<file path="config.mk">
export PLATFORM = sky130hd
export DESIGN_NAME = seq_mult_16b
export DESIGN_NICKNAME = d
export VERILOG_FILES = /design/src/rtl/seq_mult_16b_pkg.sv /design/src/rtl/full_adder_16bit.sv /design/src/rtl/seq_mult_16b.sv
export SDC_FILE = /design/constraint.sdc
export NUM_CORES = 1
export LEC_CHECK = 0
export ABC_AREA = 0
export BUFFER_PORTS_ARGS = -buffer_cell sky130_fd_sc_hd__buf_4
export CAP_MARGIN = 40
export CORE_ASPECT_RATIO = 0.8
export CORE_MARGIN = 8
export CORE_UTILIZATION = 25
export DETAILED_ROUTE_END_ITERATION = 12
export PLACE_DENSITY = 0.53
export SYNTH_ARGS = -nofsm -noshare
export SYNTH_HDL_FRONTEND = slang
export SYNTH_HIERARCHICAL = 1
export SYNTH_SLANG_ARGS = --single-unit
</file>
<file path="constraint.sdc">
create_clock -name clk -period 15.25 [get_ports clk]
set_input_delay 2.2875 -clock clk [delete_from_list [all_inputs] [get_ports clk]]
set_output_delay 2.2875 -clock clk [all_outputs]
set_load 0.005 [all_outputs]
</file>
<file path="src/rtl/seq_mult_16b_pkg.sv">
// rtl/seq_mult_16b_pkg.sv - shared constants and state encoding for the sequential multiplier
package seq_mult_16b_pkg;

   localparam int WORD_W    = 16;
   localparam int MUL_ITERS = 16;

   typedef enum logic [1:0] {
      IDLE = 2'b00,
      RUN  = 2'b01,
      DONE = 2'b10
   } state_t;

endpackage

</file>
<file path="src/rtl/full_adder_16bit.sv">
// rtl/full_adder_16bit.sv - 16-bit ripple-carry adder with carry in and carry out
module full_adder_16bit (
   input  logic [15:0] a,
   input  logic [15:0] b,
   input  logic        cin,
   output logic [15:0] sum,
   output logic        cout
);

   logic [16:0] carry;

   assign carry[0] = cin;

   // one full-adder cell per bit, carry rippling upward
   for (genvar i = 0; i < 16; i++) begin : g_bit
      assign sum[i]       = a[i] ^ b[i] ^ carry[i];
      assign carry[i + 1] = (a[i] & b[i]) | (carry[i] & (a[i] ^ b[i]));
   end

   assign cout = carry[16];

endmodule

</file>
<file path="src/rtl/seq_mult_16b.sv">
// rtl/seq_mult_16b.sv - 16-iteration shift-add multiplier with start/busy/done; MUL_SIGNED_EN selects two's complement
module seq_mult_16b
   import seq_mult_16b_pkg::*;
#(
   parameter int W     = 16,
   parameter int CNT_W = 5
) (
   input  logic           clk,
   input  logic           rst_n,
   input  logic           start,
   input  logic [W-1:0]   a,
   input  logic [W-1:0]   b,
   output logic           busy,
   output logic           done,
   output logic [2*W-1:0] product
);

   state_t              state;
   logic [WORD_W-1:0]   mcand;
   logic [WORD_W-1:0]   acc;
   logic [WORD_W-1:0]   mplr;
   logic [CNT_W-1:0]    count;

   logic                last_iter;
   logic [WORD_W-1:0]   add_b;
   logic                add_cin;
   logic [WORD_W-1:0]   add_sum;
   logic                add_cout;
   logic                shift_msb;

   assign last_iter = (count == CNT_W'(MUL_ITERS - 1));

`ifdef MUL_SIGNED_EN
   // the final multiplier bit carries negative weight, so that step subtracts the multiplicand
   always_comb begin
      add_b   = '0;
      add_cin = 1'b0;
      if (mplr[0]) begin
         if (last_iter) begin
            add_b   = ~mcand;
            add_cin = 1'b1;
         end else begin
            add_b   = mcand;
         end
      end
   end

   // bit 16 of the sign-extended sum keeps the arithmetic shift exact even on 16-bit overflow
   assign shift_msb = acc[WORD_W-1] ^ add_b[WORD_W-1] ^ add_cout;
`else
   // unsigned: add the multiplicand only where the current multiplier bit is set
   always_comb begin
      add_b   = mplr[0] ? mcand : '0;
      add_cin = 1'b0;
   end

   // carry-out becomes the new top bit so nothing is lost in the shift
   assign shift_msb = add_cout;
`endif

   full_adder_16bit u_adder (
      .a    (acc),
      .b    (add_b),
      .cin  (add_cin),
      .sum  (add_sum),
      .cout (add_cout)
   );

   assign busy    = (state == RUN);
   assign product = {acc, mplr};

   // control FSM plus the acc/mplr shift register; done is registered as a one-cycle pulse
   always_ff @(posedge clk or negedge rst_n) begin
      if (!rst_n) begin
         state <= IDLE;
         done  <= 1'b0;
         mcand <= '0;
         acc   <= '0;
         mplr  <= '0;
         count <= '0;
      end else begin
         case (state)
            IDLE, DONE: begin
               done <= 1'b0;
               if (start) begin
                  mcand <= a;
                  acc   <= '0;
                  mplr  <= b;
                  count <= '0;
                  state <= RUN;
               end else begin
                  state <= IDLE;
               end
            end
            RUN: begin
               acc   <= {shift_msb, add_sum[WORD_W-1:1]};
               mplr  <= {add_sum[0], mplr[WORD_W-1:1]};
               count <= count + 1'b1;
               if (last_iter) begin
                  state <= DONE;
                  done  <= 1'b1;
               end
            end
            default: begin
               state <= IDLE;
               done  <= 1'b0;
            end
         endcase
      end
   end

endmodule

</file>
==> metrics.csv <==
metric;value;unit
run_status;completed;
clock_insertion_delay_worst_skew;0.29;ns
fin_crit_sh;0.4823;
hold_buffers;0;
setup.worst_path.start;mplr[0];
drv_slew;0;
slowest_stage;sky130_fd_sc_hd__dfrtp_1;
cp-start-kind;flip-flop;
grt_antenna_before_repair;0;
synth.cell_area;2701;sq um
grt_start_max_net_pins;56;
setup_ws;7.895;ns
cp_num_cells;22;
num-nets-final;363;
grt_overflow;0;
pre_cts_ws;7.956;ns
synth_largest_type_area_fraction;0.5095;
rsz_0062_raised_after_global_routing;no;
timing.critical_path.cells;and2_1 > fa_1 > inv_1 > fa_1 > inv_1 > fa_1 > fa_1 > fa_1 > fa_1 > fa_1 > fa_1 > fa_1 > fa_1 > fa_1 > fa_1 > fa_1 > fa_1 > fa_1 > inv_1 > fa_1 > inv_1 > a22o_1;
drt_iter0_drcs;77;
worst_slew_margin_rel;0.5165;
postSynthNetCount;301;
cts_setup_buffers;0;
timing.critical_path.fanout_max;18;
grt.total_usage;0.09831;
wirelength;6.802;mm
synth-async-reset-ratio;1.000;
synth_common_cells;67 x sky130_fd_sc_hd__nand2_1, 55 x sky130_fd_sc_hd__dfrtp_1, 17 x sky130_fd_sc_hd__a22o_1, 17 x sky130_fd_sc_hd__and2_1;
worst_r2r_startpoint;mplr[0];
synthesis.instances;248;
htree_levels;2;
wl_per_cell;14.95;microns
power.ir.vdd_worst;0.00006929;V
r2r.worst_path.cells;22;
chipWidth;132.2;microns
tritoncts_clock_tree;yes;
worstPathRequired;15.48;ns
tightestPinTransition;0.7252;ns
arrival;7.59;ns
cp_common_cell;sky130_fd_sc_hd__fa_1;
seqCellArea;1376;sq um
max-clock-path-buffers;2;
hold_violations;0;
avgViaCountPerCell;4.303;
hold_slack;0.4678;ns
antenna_cells_inserted;0;
yosys_warnings;6;
most_instantiated_library_cell_after_synthesis;sky130_fd_sc_hd__nand2_1;
yosysTopAreaCell;sky130_fd_sc_hd__dfrtp_1;
min_path_cells;2;
multi_input_area;1171;sq um
max_cap_viol_count;0;
max_freq;136.0;MHz
hold_path.class;reg -> reg;
wire_length_of_the_first_global_routing_pass;11.45;mm
post_route_skew;0.009078;ns
timing.critical_path.max_delay_family;adder cells;
floorplan.initialDensity;0.2520;
hold_path_startpoint;mcand[9];
dr_total_vias;1958;
vias_in_the_first_global_route;2125;
filler_cells_inserted;1131;
ant_nets;0;
netlist-cell-type-count;26;
io_pins;69;
ys.flop_type;sky130_fd_sc_hd__dfrtp_1;
core_area;10720;sq um
synthesized_area_per_cell;10.89;sq um
post_cts_resize_count;0;
clk_pin_slew_worst_paths;0.07;ns
timing.setup.critical_path_class;reg -> reg;
setup_failing_eps_final;0;
power_density;222.4;nW/um^2
row_count;34;
layout-area-overhead-vs-synth;29.55;%
setup_total_negative_slack;0;ns
die_area;14410;sq um
cts_sinks;55;
remaining_routing_drc_violations;0;
synth_area_leaders;sky130_fd_sc_hd__dfrtp_1 51%, sky130_fd_sc_hd__fa_1 12%, sky130_fd_sc_hd__nand2_1 9.3%, sky130_fd_sc_hd__a22o_1 5.5%, sky130_fd_sc_hd__a22oi_1 4.2%;
drive_above_1_share;0.2669;
fp.dieH;109.0;microns
cts_buffers;5;
drt_first_pass_iters;4;
crit_path_end_kind;flip-flop;
place.port_buffers;68;
total_leakage_power;1.745;nW
root_buffer;sky130_fd_sc_hd__clkbuf_16;
dp_hpwl;4.646;mm
synth.yosys.seq_area_share;0.5095;
critical-path-max-stage-delay;0.57;ns
synth_edf_count;0;
synth_seq_cells;55;
place_congestion;0.7307;
period_needed;7.355;ns
critical_path_buf_inv_count;4;
-- worst min-delay path, cell delays in order (launching register included) --
cell and delay, ns:
sky130_fd_sc_hd__dfrtp_1 0.34, sky130_fd_sc_hd__nand2_1 0.05, sky130_fd_sc_hd__nand2_1 0.05
-- metal layers --
metal / global-route usage / routed length (microns)
met1: 0.1375 / 3486
met2: 0.1476 / 2976
met3: 0.02624 / 271
met4: 0.02668 / 67
met5: 0 / 0
-- logic make-up (layout without fill, tap and decap cells) --
| logic type | Yosys count | after routing | synth area share |
|---|---|---|---|
| AOI/OAI and AO/OA | 36 | 36 | 0.1061 |
| adders and majority gates | 18 | 18 | 0.1278 |
| buffers and inverters | 28 | 91 | 0.05974 |
| DFF | 55 | 55 | 0.5095 |
| muxes | 3 | 3 | 0.01297 |
| other | 1 | 1 | 0.001388 |
| and+or+nand+nor | 107 | 107 | 0.1825 |
-- state kept, by name, summed over array words and instances (netlist names) --
| name | count |
|---|---|
| mcand | 16 |
| acc | 16 |
| mplr | 16 |
| state | 1 |
| done | 1 |
| count | 5 |
-- power breakdown --
| part | leakage (nW) | internal, mW | switching, mW |
|---|---|---|---|
| sequential | 0.675 | 0.220 | 0.0635 |
| clock | 0.0868 | 0.0818 | 0.0521 |
| combinational | 0.984 | 0.186 | 0.175 |
| total | 1.74 | 0.488 | 0.291 |
-- through the flow --
stage          utilization  cell area [sq um]  instances  power [mW]
2_1_floorplan            -               2701        248      0.5176
3_3_place_gp        0.3084               3306        446      0.6464
3_5_place_dp        0.3102               3326        447      0.6534
4_1_cts             0.3264               3500        455      0.7927
5_1_grt             0.3264               3500        455      0.8547
6_report            0.3264               3500        455      0.7785
-- layout by cell type (no fill, tap or decap), types with 2 or more instances in the layout --
master and count:
sky130_fd_sc_hd__clkbuf_16 5, sky130_fd_sc_hd__a22o_1 17, sky130_fd_sc_hd__dfrtp_1 55, sky130_fd_sc_hd__nand2b_1 2
sky130_fd_sc_hd__mux2i_1 2, sky130_fd_sc_hd__and2_1 17, sky130_fd_sc_hd__o21ai_0 2, sky130_fd_sc_hd__nand3_1 16
sky130_fd_sc_hd__a22oi_1 15, sky130_fd_sc_hd__ha_1 2, sky130_fd_sc_hd__buf_4 70, sky130_fd_sc_hd__nand2_1 67
sky130_fd_sc_hd__inv_1 11, sky130_fd_sc_hd__fa_1 16
-- worst paths after layout --
check / end / slack (ns)
worst max-delay path: acc[14] / 7.89
worst min-delay path: mcand[9] / 0.47
worst max register to register: acc[14] / 7.89
worst min register to register: mcand[9] / 0.47
max in group asynchronous: mplr[1] / 12.72
min in group asynchronous: acc[14] / 2.05
-- layout make-up --
type | instances | area share
repair buffers | 71 | 0.1559
clock inverters | 2 | 0.01001
clock buffers | 6 | 0.03969
inverters | 12 | 0.01502
multi-input cells | 165 | 0.3346
well taps | 144 | 0.05148
flip-flops and latches | 55 | 0.3933
No activity file was read; power rests on OpenSTA's default activity.
